**config.mk**
```make
export PLATFORM = sky130hd
export DESIGN_NAME = dpwm_dither_dt_flat
export DESIGN_NICKNAME = d
export VERILOG_FILES = /design/src/rtl/dpwm_dither_dt_if.sv /design/src/rtl/dpwm_dither_dt.sv /design/src/flat_wrapper.sv
export SDC_FILE = /design/constraint.sdc
export NUM_CORES = 1
export LEC_CHECK = 0
export ABC_AREA = 1
export CAP_MARGIN = 20
export CORE_MARGIN = 3
export CORE_UTILIZATION = 25
export CTS_CLUSTER_DIAMETER = 200
export DETAILED_ROUTE_END_ITERATION = 12
export SLEW_MARGIN = 15
export SYNTH_ARGS = -nofsm -noshare
export SYNTH_HDL_FRONTEND = slang
export SYNTH_SLANG_ARGS = --single-unit
```
**constraint.sdc**
```tcl
create_clock -name clk -period 5.95 [get_ports clk]
set_input_delay 1.19 -clock clk [delete_from_list [all_inputs] [get_ports clk]]
set_output_delay 1.19 -clock clk [all_outputs]
set_load 0.05 [all_outputs]
```
**src/rtl/dpwm_dither_dt_if.sv**
```systemverilog
// Command/gate bundle between the PID compensator side and the DPWM core.
// The master drives the duty/deadtime command; the slave returns the gate pair.
interface dpwm_dither_dt_if #(
    parameter int CNT_W  = 6,
    parameter int DITH_W = 3,
    parameter int DT_W   = 4
);
    logic                    enable;
    logic [CNT_W+DITH_W-1:0] duty_in;
    logic [DT_W-1:0]         dt_rise;
    logic [DT_W-1:0]         dt_fall;
    logic                    duty_high;
    logic                    duty_low;
    logic                    period_start;

    modport master (
        output enable, duty_in, dt_rise, dt_fall,
        input  duty_high, duty_low, period_start
    );

    modport slave (
        input  enable, duty_in, dt_rise, dt_fall,
        output duty_high, duty_low, period_start
    );
endinterface

```
**src/rtl/dpwm_dither_dt.sv**
```systemverilog
// Hybrid DPWM: counter gives coarse duty, temporal dither over 2^DITH_W periods
// gives fine LSBs; complementary gate pair with programmable rise/fall deadtime.
module dpwm_dither_dt #(
    parameter int CNT_W  = 6,
    parameter int DITH_W = 3,
    parameter int DT_W   = 4
) (
    input  logic                  clk,
    input  logic                  rst,
    dpwm_dither_dt_if.slave       bus
);
    logic [CNT_W-1:0]  r_cnt;
    logic [DITH_W-1:0] r_phase;
    logic [CNT_W:0]    r_effQ;
    logic [DT_W-1:0]   r_dtRiseQ;
    logic [DT_W-1:0]   r_dtFallQ;
    logic [DT_W-1:0]   r_hiRun;
    logic [DT_W-1:0]   r_loRun;
    logic              r_dutyHigh;
    logic              r_dutyLow;
    logic              r_periodStart;

    logic              w_run;
    logic              w_raw;
    logic              w_wrap;
    logic [DITH_W-1:0] w_phaseNext;
    logic [CNT_W-1:0]  w_coarse;
    logic [DITH_W-1:0] w_fine;
    logic [CNT_W:0]    w_effNext;
    logic [DT_W-1:0]   w_hiRunNext;
    logic [DT_W-1:0]   w_loRunNext;

    assign w_run       = bus.enable & ~rst;
    assign w_raw       = w_run & ({1'b0, r_cnt} < r_effQ);
    assign w_wrap      = (r_cnt == {CNT_W{1'b1}});
    assign w_phaseNext = r_phase + 1'b1;
    assign w_coarse    = bus.duty_in[CNT_W+DITH_W-1 -: CNT_W];
    assign w_fine      = bus.duty_in[DITH_W-1:0];
    assign w_effNext   = {1'b0, w_coarse} + {{CNT_W{1'b0}}, (w_phaseNext < w_fine)};

    // Run lengths saturate at the largest programmable deadtime, which is all the windows need.
    assign w_hiRunNext = (r_hiRun == {DT_W{1'b1}}) ? r_hiRun : r_hiRun + 1'b1;
    assign w_loRunNext = (r_loRun == {DT_W{1'b1}}) ? r_loRun : r_loRun + 1'b1;

    // Disable behaves exactly like reset so the next enabled edge starts a fresh aligned period.
    always_ff @(posedge clk) begin
        if (!w_run) begin
            r_cnt         <= {CNT_W{1'b1}};
            r_phase       <= {DITH_W{1'b1}};
            r_effQ        <= '0;
            r_dtRiseQ     <= '0;
            r_dtFallQ     <= '0;
            r_hiRun       <= '0;
            r_loRun       <= '0;
            r_dutyHigh    <= 1'b0;
            r_dutyLow     <= 1'b0;
            r_periodStart <= 1'b0;
        end else begin
            r_cnt         <= r_cnt + 1'b1;
            r_periodStart <= w_wrap;
            if (w_wrap) begin
                r_phase   <= w_phaseNext;
                r_effQ    <= w_effNext;
                r_dtRiseQ <= bus.dt_rise;
                r_dtFallQ <= bus.dt_fall;
            end
            // A gate asserts once the raw level has held for deadtime+1 cycles.
            r_dutyHigh <= w_raw & (r_hiRun >= r_dtRiseQ);
            r_dutyLow  <= ~w_raw & (r_loRun >= r_dtFallQ);
            r_hiRun    <= w_raw ? w_hiRunNext : '0;
            r_loRun    <= w_raw ? '0 : w_loRunNext;
        end
    end

    assign bus.duty_high    = r_dutyHigh;
    assign bus.duty_low     = r_dutyLow;
    assign bus.period_start = r_periodStart;
endmodule

```
**src/flat_wrapper.sv**
```systemverilog
// flat-port wrapper written by rule: the top's interface ports become plain ports
module dpwm_dither_dt_flat 
#(
    parameter int CNT_W  = 6,
    parameter int DITH_W = 3,
    parameter int DT_W   = 4
)
  (clk, rst, bus_enable, bus_duty_in, bus_dt_rise, bus_dt_fall, bus_duty_high, bus_duty_low, bus_period_start);
  dpwm_dither_dt_if #(.CNT_W(CNT_W), .DITH_W(DITH_W), .DT_W(DT_W)) bus_i ();
  input  logic clk;
  input  logic rst;
  input wire logic [$bits(bus_i.enable)-1:0] bus_enable;
  input wire logic [$bits(bus_i.duty_in)-1:0] bus_duty_in;
  input wire logic [$bits(bus_i.dt_rise)-1:0] bus_dt_rise;
  input wire logic [$bits(bus_i.dt_fall)-1:0] bus_dt_fall;
  output wire logic [$bits(bus_i.duty_high)-1:0] bus_duty_high;
  output wire logic [$bits(bus_i.duty_low)-1:0] bus_duty_low;
  output wire logic [$bits(bus_i.period_start)-1:0] bus_period_start;
  assign bus_i.enable = bus_enable;
  assign bus_i.duty_in = bus_duty_in;
  assign bus_i.dt_rise = bus_dt_rise;
  assign bus_i.dt_fall = bus_dt_fall;
  assign bus_duty_high = bus_i.duty_high;
  assign bus_duty_low = bus_i.duty_low;
  assign bus_period_start = bus_i.period_start;
  dpwm_dither_dt #(.CNT_W(CNT_W), .DITH_W(DITH_W), .DT_W(DT_W)) u_core (.clk(clk), .rst(rst), .bus(bus_i));
endmodule
```
# ---- After elaboration in Yosys (flattened, before gate mapping)
# Cells that the tools add are included.
dict set report op_classes {
  add_sub_neg 5
  order_cmp 4
  n_eq_ne 3
  n_bitwise 7
  n_reduce_logical 2
}
# cell count
set ops {}
lappend ops {{4-bit by 1-bit adder with 4-bit output, second input constant} 2}
lappend ops {{4-bit equality test, second input constant} 2}
lappend ops {{4-bit >= comparator} 2}
lappend ops {{6-bit by 1-bit adder with 7-bit output} 1}
lappend ops {{6-bit by 7-bit < comparator with 1-bit output} 1}
lappend ops {{6-bit by 1-bit adder with 6-bit output, second input constant} 1}
lappend ops {{6-bit equality test, second input constant} 1}
lappend ops {{1-bit bitwise AND} 4}
lappend ops {{3-bit by 1-bit adder with 3-bit output, second input constant} 1}
lappend ops {{3-bit < comparator} 1}
lappend ops {{1-bit NOT} 3}
lappend ops {{2-bit AND reduction} 1}
lappend ops {{2-bit OR reduction} 1}
dict set report totals {
  reg_bits 35
  in_bits 20
}

# ---- Logic depth before layout (Yosys ltp)
# Gate-level depths: netlist (run 1).
dict set report depth {
  word_depth 5
  mapped_depth 11
}

# ---- Least setup slack after synthesis (run 1)
# Ideal clock, no wire load.
dict set report synth_path {
  path_kind {input to register}
  start {in bus_duty_in[1]}
  end {reg u_core.r_effQ[4]}
  arrival_ns 2.542
  path_slack_ns 3.345
  stages 11
  path_buffers 0
  cell_sequence {inv_1 > ha_1 > a21o_1 > a21oi_1 > ha_1 > ha_1 > nand2_1 > nor2_1 > xor2_1 > nor2_1 > nor2_1}
}
dict set report synth_via {
  elab_chain_len 2
}
# element line_no
set synth_lines {}
lappend synth_lines {{start: declaration} flat_wrapper.sv:13} ;# input wire logic [$bits(bus_i.duty_in)-1:0] bus_duty_in;
lappend synth_lines {{3-bit < comparator} dpwm_dither_dt.sv:39} ;# assign w_effNext = {1'b0, w_coarse} + {{CNT_W{1'b0}}, (w_phaseNext < w_fine)};
lappend synth_lines {{6-bit by 1-bit adder with 7-bit output} dpwm_dither_dt.sv:39}
lappend synth_lines {{end signal: assignment} dpwm_dither_dt.sv:63} ;# r_effQ <= w_effNext;
lappend synth_lines {{end: declaration} dpwm_dither_dt.sv:14} ;# logic [CNT_W:0] r_effQ;
# Every way passes these cells.
# A chain may end at the register's enable or synchronous reset.

# ---- Worst setup path after layout (run 1)
# Ends and elaborated chain as after synthesis.

==> summary.md, run 1 <==
| Metric | Value |
|---|---|
| Top Family by Delay on Critical Path | adder cells |
| Largest net degree at the start of global routing | 22 |
| Setup TNS | 0 ps |
| Final Setup Violations | 0 |
| Critical-path maximum fanout | 2 |
| Antenna viol nets, final | 0 |
| Syn Inst Count | 245 |
| Via count | 1526 |
| Hold buffer count at CTS | 0 |
| Slew @ Worst Pin | 503 ps |
| Slew Viols, Final | 0 |
| RSZ-0062 raised after global routing | no |
| R2R Path End | u_core.r_effQ[4] |
| Post-Route WL | 3510 um |
| Reg2Reg Depth | 11 |
| Initial Utilization | 26.4% |
| DR WL/cell | 9.56 um |
| Outcome | complete, no violations |
| Synth Area in Simple Gates | 23.8% |
| Compound-cell area share of the yosys netlist | 11.1% |
| Post-synthesis sequential area ratio | 38.0% |
| Vias per cell | 4.16 |
| Synth top area cells | dfxtp_1, ha_1, nor2_1 |
| Initial antenna violation count | 0 |
| Hold crit path type | reg2reg |
| CTS resizes | 0 |
| Worst-path cell chain | clkdlybuf4s50_1 > inv_1 > ha_1 > a21o_1 > a21oi_1 > ha_1 > ha_1 > nand2_1 > nor2_1 > xor2_1 > nor2_1 > nor2_1 |
| Worst skew pair latency | 280 ps |
| Reg clk slew, reported paths | 70 ps |
| Clock Skews | 3.54 ps |
| Rows | 30 |
| Clk root buf | clkbuf_8 |
| Setup crit end kind | flip-flop |
| Maximum clock path buffer count | 2 |
| Worst path slowest cell | clkdlybuf4s50_1 |
| Crit start category | primary input |
| Leak Pwr | 1.01 nW |
| Overall global routing resource usage | 9.72% |
| Number of buffers created by CTS | 5 |
| Reported max-cap violation count | 0 |
| Routability cong. | 0.709 |
| Height of the die | 91.9 um |
| DRT iter0 DRCs | 31 |
| XOR/XNOR Fraction of Synth Area | 3.33% |
| H-tree depth | 2 |
| Number of global-route vias before repair | 1570 |
| Pwr/cell area | 250 nW/um^2 |
| Minimum clock period | 2900 ps |
| Gr ovfl total | 0 |
| Largest family of logic cells by synthesized area | simple AND/OR/NAND/NOR gates |
| DP Wirelength | 2720 um |
| Final nets | 311 |
| Post-synth cell types | 27 |
| Clock tree from TritonCTS | done |
| Largest area contributor in the netlist | dfxtp_1 |
| I/O Buffers | 22 |
| Max IR drop VDD | 0.0895 mV |
| Die footprint | 8440 sq um |
| Multi-input gate area | 968 sq um |
| Pre-CTS setup slack | 2740 ps |
| Worst Path Arrival | 3120 ps |
| Placeable Area | 6980 sq um |
| Min-Delay Endpoint | u_core.r_cnt[0] |
| Slew HR | 66.3% |
| Hold Crit Depth | 1 |
| Post-Syn Area | 1840 sq um |
| Worst r2r src | u_core.r_phase[0] |
| Sequential cell area | 701 sq um |
| Slowest stage delay, CP | 450 ps |
| Sink Count | 35 |
| Synth warn | 0 |
| Post-synthesis to final-layout area growth | 22.2% |
| Yosys top cell area share | 38.0% |
| Count of final hold-check violations | 0 |
| Period utilization | 48.8% |
| Max Fclk | 0.344 GHz |
| Crit path kind | in2reg |
| Residual DRC count | 0 |
| R2R setup slack | 3780 ps |
| Synth Net Count | 286 |
| Mux cell area share after synthesis | 0% |
| Setup Fix Bufs, Post-CTS | 0 |
| #FFs+latches synth | 35 |
| # IOs | 23 |
| Die Span X | 91.9 um |
| Ant. Diodes | 0 |
| Hold Crit Start | u_core.r_cnt[0] |
| # fillers | 782 |
| Synthesized area per cell | 7.52 sq um |
| Required time worst endpoint | 6170 ps |
| Synth Area in Adders | 14.3% |
| Share of cells above drive strength 1 | 6.27% |
| Drt pass-1 iters | 4 |
| First-pass GRT wire length | 6680 um |
| Worst path bufs/invs | 2 |
| Setup ws final | 3050 ps |
-- cell type report --
class	count	share of cell area, %
Sequential cell	35	31.1
Inverter	36	6.00
Timing Repair Buffer	23	10.1
Clock buffer	8	4.44
Tap cell	96	5.33
Multi-Input combinational cell	169	43.0
-- worst max-delay path by stage --
stage / to / depth (start not counted) / start / slack (ps)
6_report: u_core.r_effQ[4] / 12 / bus_duty_in[1] / 3050
5_1_grt: u_core.r_effQ[4] / 12 / bus_duty_in[1] / 2880
4_1_cts: u_core.r_effQ[4] / 12 / bus_duty_in[1] / 3040
3_5_place_dp: u_core.r_effQ[4] / 12 / bus_duty_in[1] / 2740
3_3_place_gp: u_core.r_effQ[4] / 12 / bus_duty_in[1] / 2770
2_1_floorplan: u_core.r_effQ[4] / 11 / bus_duty_in[1] / 3340
-- layout by cell type, fill, tap and decap left out, types with 3 or more instances in the layout --
cell type and instances:
nand3_1 8, dfxtp_1 35, a21oi_2 3, inv_1 35, ha_1 21, o21ai_1 5
nor2_1 48, a21oi_1 10, o21ai_0 15, nand2_1 38, clkdlybuf4s50_1 22, clkbuf_8 7
xor2_1 5
-- cell usage after synthesis --
cell type and count:
a21o_1 1, a21oi_1 10, a21oi_2 3, and3b_1 1, buf_4 1, buf_6 2
clkbuf_1 1, clkbuf_2 1, dfxtp_1 35, ha_1 21, inv_1 35, inv_2 1
nand2_1 38, nand3_1 8, nand3_2 2, nand4_1 1, nor2_1 48, nor2_4 1
nor3_1 2, nor3b_1 1, o21ai_0 15, o21ai_1 5, o21bai_1 2, o22ai_1 1
or2_2 2, xnor2_1 2, xor2_1 5
-- cells by family after synthesis --
kind of cell	count (synthesis)
AND/OR/NAND/NOR	104
adder cells (fa/ha/maj)	21
AO/OA/AOI/OAI	37
XOR/XNOR	7
buffers and inverters	41
flip-flops	35
-- layer usage --
layer / up-vias / wire length, um / GRT usage, %
met3: 9 / 157 / 2.95
li1: 830 / - / -
met4: 0 / 76 / 4.46
met5: - / 0 / 0
met1: 663 / 1660 / 11.4
met2: 24 / 1610 / 16.2
-- where the power goes --
part           total (mW)  internal, mW  leakage (nW)  switching (mW)
logic               0.118        0.0500         0.675          0.0679
registers           0.260         0.250         0.286          0.0102
clock network       0.186         0.106        0.0515          0.0804
-- flip-flops by register name, indices dropped and copies added, names as in the netlist --
name                     cells
u_core.r_effQ                7
u_core.r_cnt                 6
u_core.r_dtFallQ             4
u_core.r_dtRiseQ             4
u_core.r_hiRun               4
u_core.r_loRun               4
u_core.r_phase               3
u_core.bus.duty_high         1
u_core.bus.duty_low          1
u_core.bus.period_start      1
-- through the flow --
step	hold slack (ps)	cell area (sq um)	total power [mW]	util, %	instances
2_1_floorplan	397	1840	0.354	-	245
3_3_place_gp	416	2150	0.384	30.8	359
3_5_place_dp	425	2150	0.386	30.8	359
4_1_cts	442	2250	0.576	32.3	367
5_1_grt	475	2250	0.607	32.3	367
6_report	433	2250	0.564	32.3	367
Power figures use the tool's default switching activity.
==> run 2, diff against run 1 <==
- clock period: 5.95 -> 2.8 ns (I/O delays scaled with it)
==> summary.md, run 2 (synthesized netlist as in run 1, its figures left out) <==
| Metric | Value |
|---|---|
| Outcome | complete, no violations |
| Die footprint | 8440 sq um (unchanged) |
| Worst skew pair latency | 290 ps (about the same) |
| Largest Register | u_core.r_effQ |
| Worst-path cell chain | clkdlybuf4s50_1 > inv_1 > ha_1 > a21o_1 > a21oi_1 > ha_1 > ha_1 > nand2_1 > nor2_1 > xor2_1 > nor2_1 > nor2_1 |
| Max IR drop VDD | 0.202 mV (+130%) |
| Gr ovfl total | 0 (unchanged) |
| Vias per cell | 4.13 (-0.66%) |
| Reported max-cap violation count | 0 (unchanged) |
| Worst Path Arrival | 2460 ps (-660 ps) |
| Reg2Reg Depth | 11 (unchanged) |
| Hold Crit Depth | 1 (unchanged) |
| Worst path slowest cell | clkdlybuf4s50_1 |
| Post-Route WL | 3460 um (-1.3%) |
| Top Family by Delay on Critical Path | adder cells |
| Final nets | 312 (+0.32%) |
| Count of final hold-check violations | 0 (unchanged) |
| Slew Viols, Final | 0 (unchanged) |
| Hold Crit Start | u_core.r_cnt[0] |
| Routing usage on met3 | 2.46% (-0.49 points) |
| Via count | 1520 (-0.39%) |
| Slew HR | 66.6% (+0.25 points) |
| R2R setup slack | 680 ps (-3100 ps) |
| DRT iter0 DRCs | 22 (-29%) |
| Most frequent cells in the layout | nor2_1, nand2_1, inv_1, dfxtp_1, clkdlybuf4s50_1 |
| Largest net degree at the start of global routing | 22 (unchanged) |
| Drt pass-1 iters | 3 (-1) |
| Pwr/cell area | 538 nW/um^2 (+110%) |
| H-tree depth | 2 (unchanged) |
| Setup ws final | 564 ps (-2480 ps) |
| Hold buffer count at CTS | 0 (unchanged) |
| Leak Pwr | 1.02 nW (+0.39%) |
| Slew @ Worst Pin | 500 ps (-3.69 ps) |
| Setup Fix Bufs, Post-CTS | 0 (unchanged) |
| CTS resizes | 0 (unchanged) |
| Max Fclk | 0.447 GHz |
| Reg clk slew, reported paths | 70 ps (about the same) |
| Routability cong. | 0.747 (+5.5%) |
| Share of cells above drive strength 1 | 6.99% (+0.71 points) |
| Number of global-route vias before repair | 1432 (-8.8%) |
| Met2 Usage GRT | 13.7% (-2.5 points) |
| First-pass GRT wire length | 6030 um (-9.7%) |
| Pre-CTS setup slack | 242 ps (-2490 ps) |
| Worst path bufs/invs | 2 (unchanged) |
| Crit path kind | in2reg |
| Regs by FF count | u_core.r_effQ (7), u_core.r_cnt (6) |
| Placeable Area | 6980 sq um (unchanged) |
| Clk root buf | clkbuf_8 |
| # fillers | 771 (-1.4%) |
| Ant. Diodes | 0 (unchanged) |
| GR peak layer | met2 |
| Crit start category | primary input |
| Overall global routing resource usage | 8.92% (-0.80 points) |
| I/O Buffers | 22 (unchanged) |
| Initial Utilization | 26.4% (unchanged) |
| R2R Path End | u_core.r_effQ[4] |
| Die Span X | 91.9 um (unchanged) |
| Antenna viol nets, final | 0 (unchanged) |
| Total Power | 1.22 mW (+120%) |
| Clock tree from TritonCTS | done |
| Minimum clock period | 2240 ps |
| # IOs | 23 (unchanged) |
| Required time worst endpoint | 3020 ps (-3150 ps) |
| Clock Skews | 8.35 ps (+4.81 ps) |
| M1 GR Usage | 11.5% (+0.017 points) |
| Hold crit path type | reg2reg |
| Slowest stage delay, CP | 460 ps (about the same) |
| Setup crit end kind | flip-flop |
| Number of buffers created by CTS | 5 (unchanged) |
| Min-Delay Endpoint | u_core.r_cnt[0] |
| Final Setup Violations | 0 (unchanged) |
| Critical-path maximum fanout | 2 (unchanged) |
| RSZ-0062 raised after global routing | no |
| DR WL/cell | 9.40 um (-1.6%) |
| Residual DRC count | 0 (unchanged) |
| Setup TNS | 0 ps (unchanged) |
| Period utilization | 79.9% |
| Post-synthesis to final-layout area growth | 22.8% |
| Commonest non-fill, non-tap cell in the layout | nor2_1 |
| Worst r2r src | u_core.r_phase[0] |
| DP Wirelength | 2540 um (-6.9%) |
| Initial antenna violation count | 0 (unchanged) |
| Height of the die | 91.9 um (unchanged) |
| Maximum clock path buffer count | 2 (unchanged) |
| Rows | 30 (unchanged) |
| Sink Count | 35 (unchanged) |
| Max reg flops | 7 (unchanged) |
==> run 2: cell types whose count changed in the layout (fill, tap and decap cells not counted), sizes merged <==
cell	previous run	this run
clkbuf	8	7
buf	1	2
clkinvlp	0	1
==> run 2: metrics by stage <==
| step | util [%] | cell area [sq um] | std cells | hold slack, ps |
|---|---|---|---|---|
| detailed placement | 30.9 | 2160 | 360 | 419 |
| finish | 32.4 | 2260 | 368 | 438 |
| floorplan | - | 1840 | 245 | 397 |
| CTS | 32.4 | 2260 | 368 | 438 |
| global placement | 30.9 | 2160 | 360 | 421 |
| global route | 32.4 | 2260 | 368 | 459 |
==> run 2: how the worst max path moves through the flow <==
| stage | start | end | slack [ps] | depth (start not counted) |
|---|---|---|---|---|
| 3_3_place_gp | bus_duty_in[1] | u_core.r_effQ[4] | 260 | 12 |
| 2_1_floorplan | u_core.r_phase[0] | u_core.r_effQ[4] | 800 | 11 |
| 5_1_grt | bus_duty_in[1] | u_core.r_effQ[4] | 340 | 12 |
| 3_5_place_dp | bus_duty_in[1] | u_core.r_effQ[4] | 240 | 12 |
| 6_report | bus_duty_in[1] | u_core.r_effQ[4] | 560 | 12 |
| 4_1_cts | bus_duty_in[1] | u_core.r_effQ[4] | 550 | 12 |
==> run 2: report_power, final <==
| part | leakage [nW] | switching, mW | internal (mW) |
|---|---|---|---|
| clock network | 0.0505 | 0.185 | 0.224 |
| registers | 0.286 | 0.0216 | 0.530 |
| logic | 0.680 | 0.148 | 0.109 |
==> run 2: cell type report <==
cell class	count	area, sq um	area share (%)
clock buffers	7	96.3	4.26
clock inverters	1	7.51	0.332
inverters	36	135	5.97
multi-input cells	169	968	42.8
flip-flops and latches	35	701	31.0
well taps	96	120	5.31
repair buffers	24	235	10.4
==> run 2: worst register-to-register path, cell delays in order, from the launching register on <==
cell     delay [ps]
dfxtp_1         340
ha_1            320
ha_1            280
a21o_1          180
a21oi_1         120
ha_1            170
ha_1            180
nand2_1          60
nor2_1          140
xor2_1          150
nor2_1           50
nor2_1           80
==> run 2: metal layers <==
layer  vias to the layer above  wire length [um]
met5                         -                 0
met4                         0                59
met3                         5               144
met2                        23              1440
met1                       667              1810
li1                        825                 -
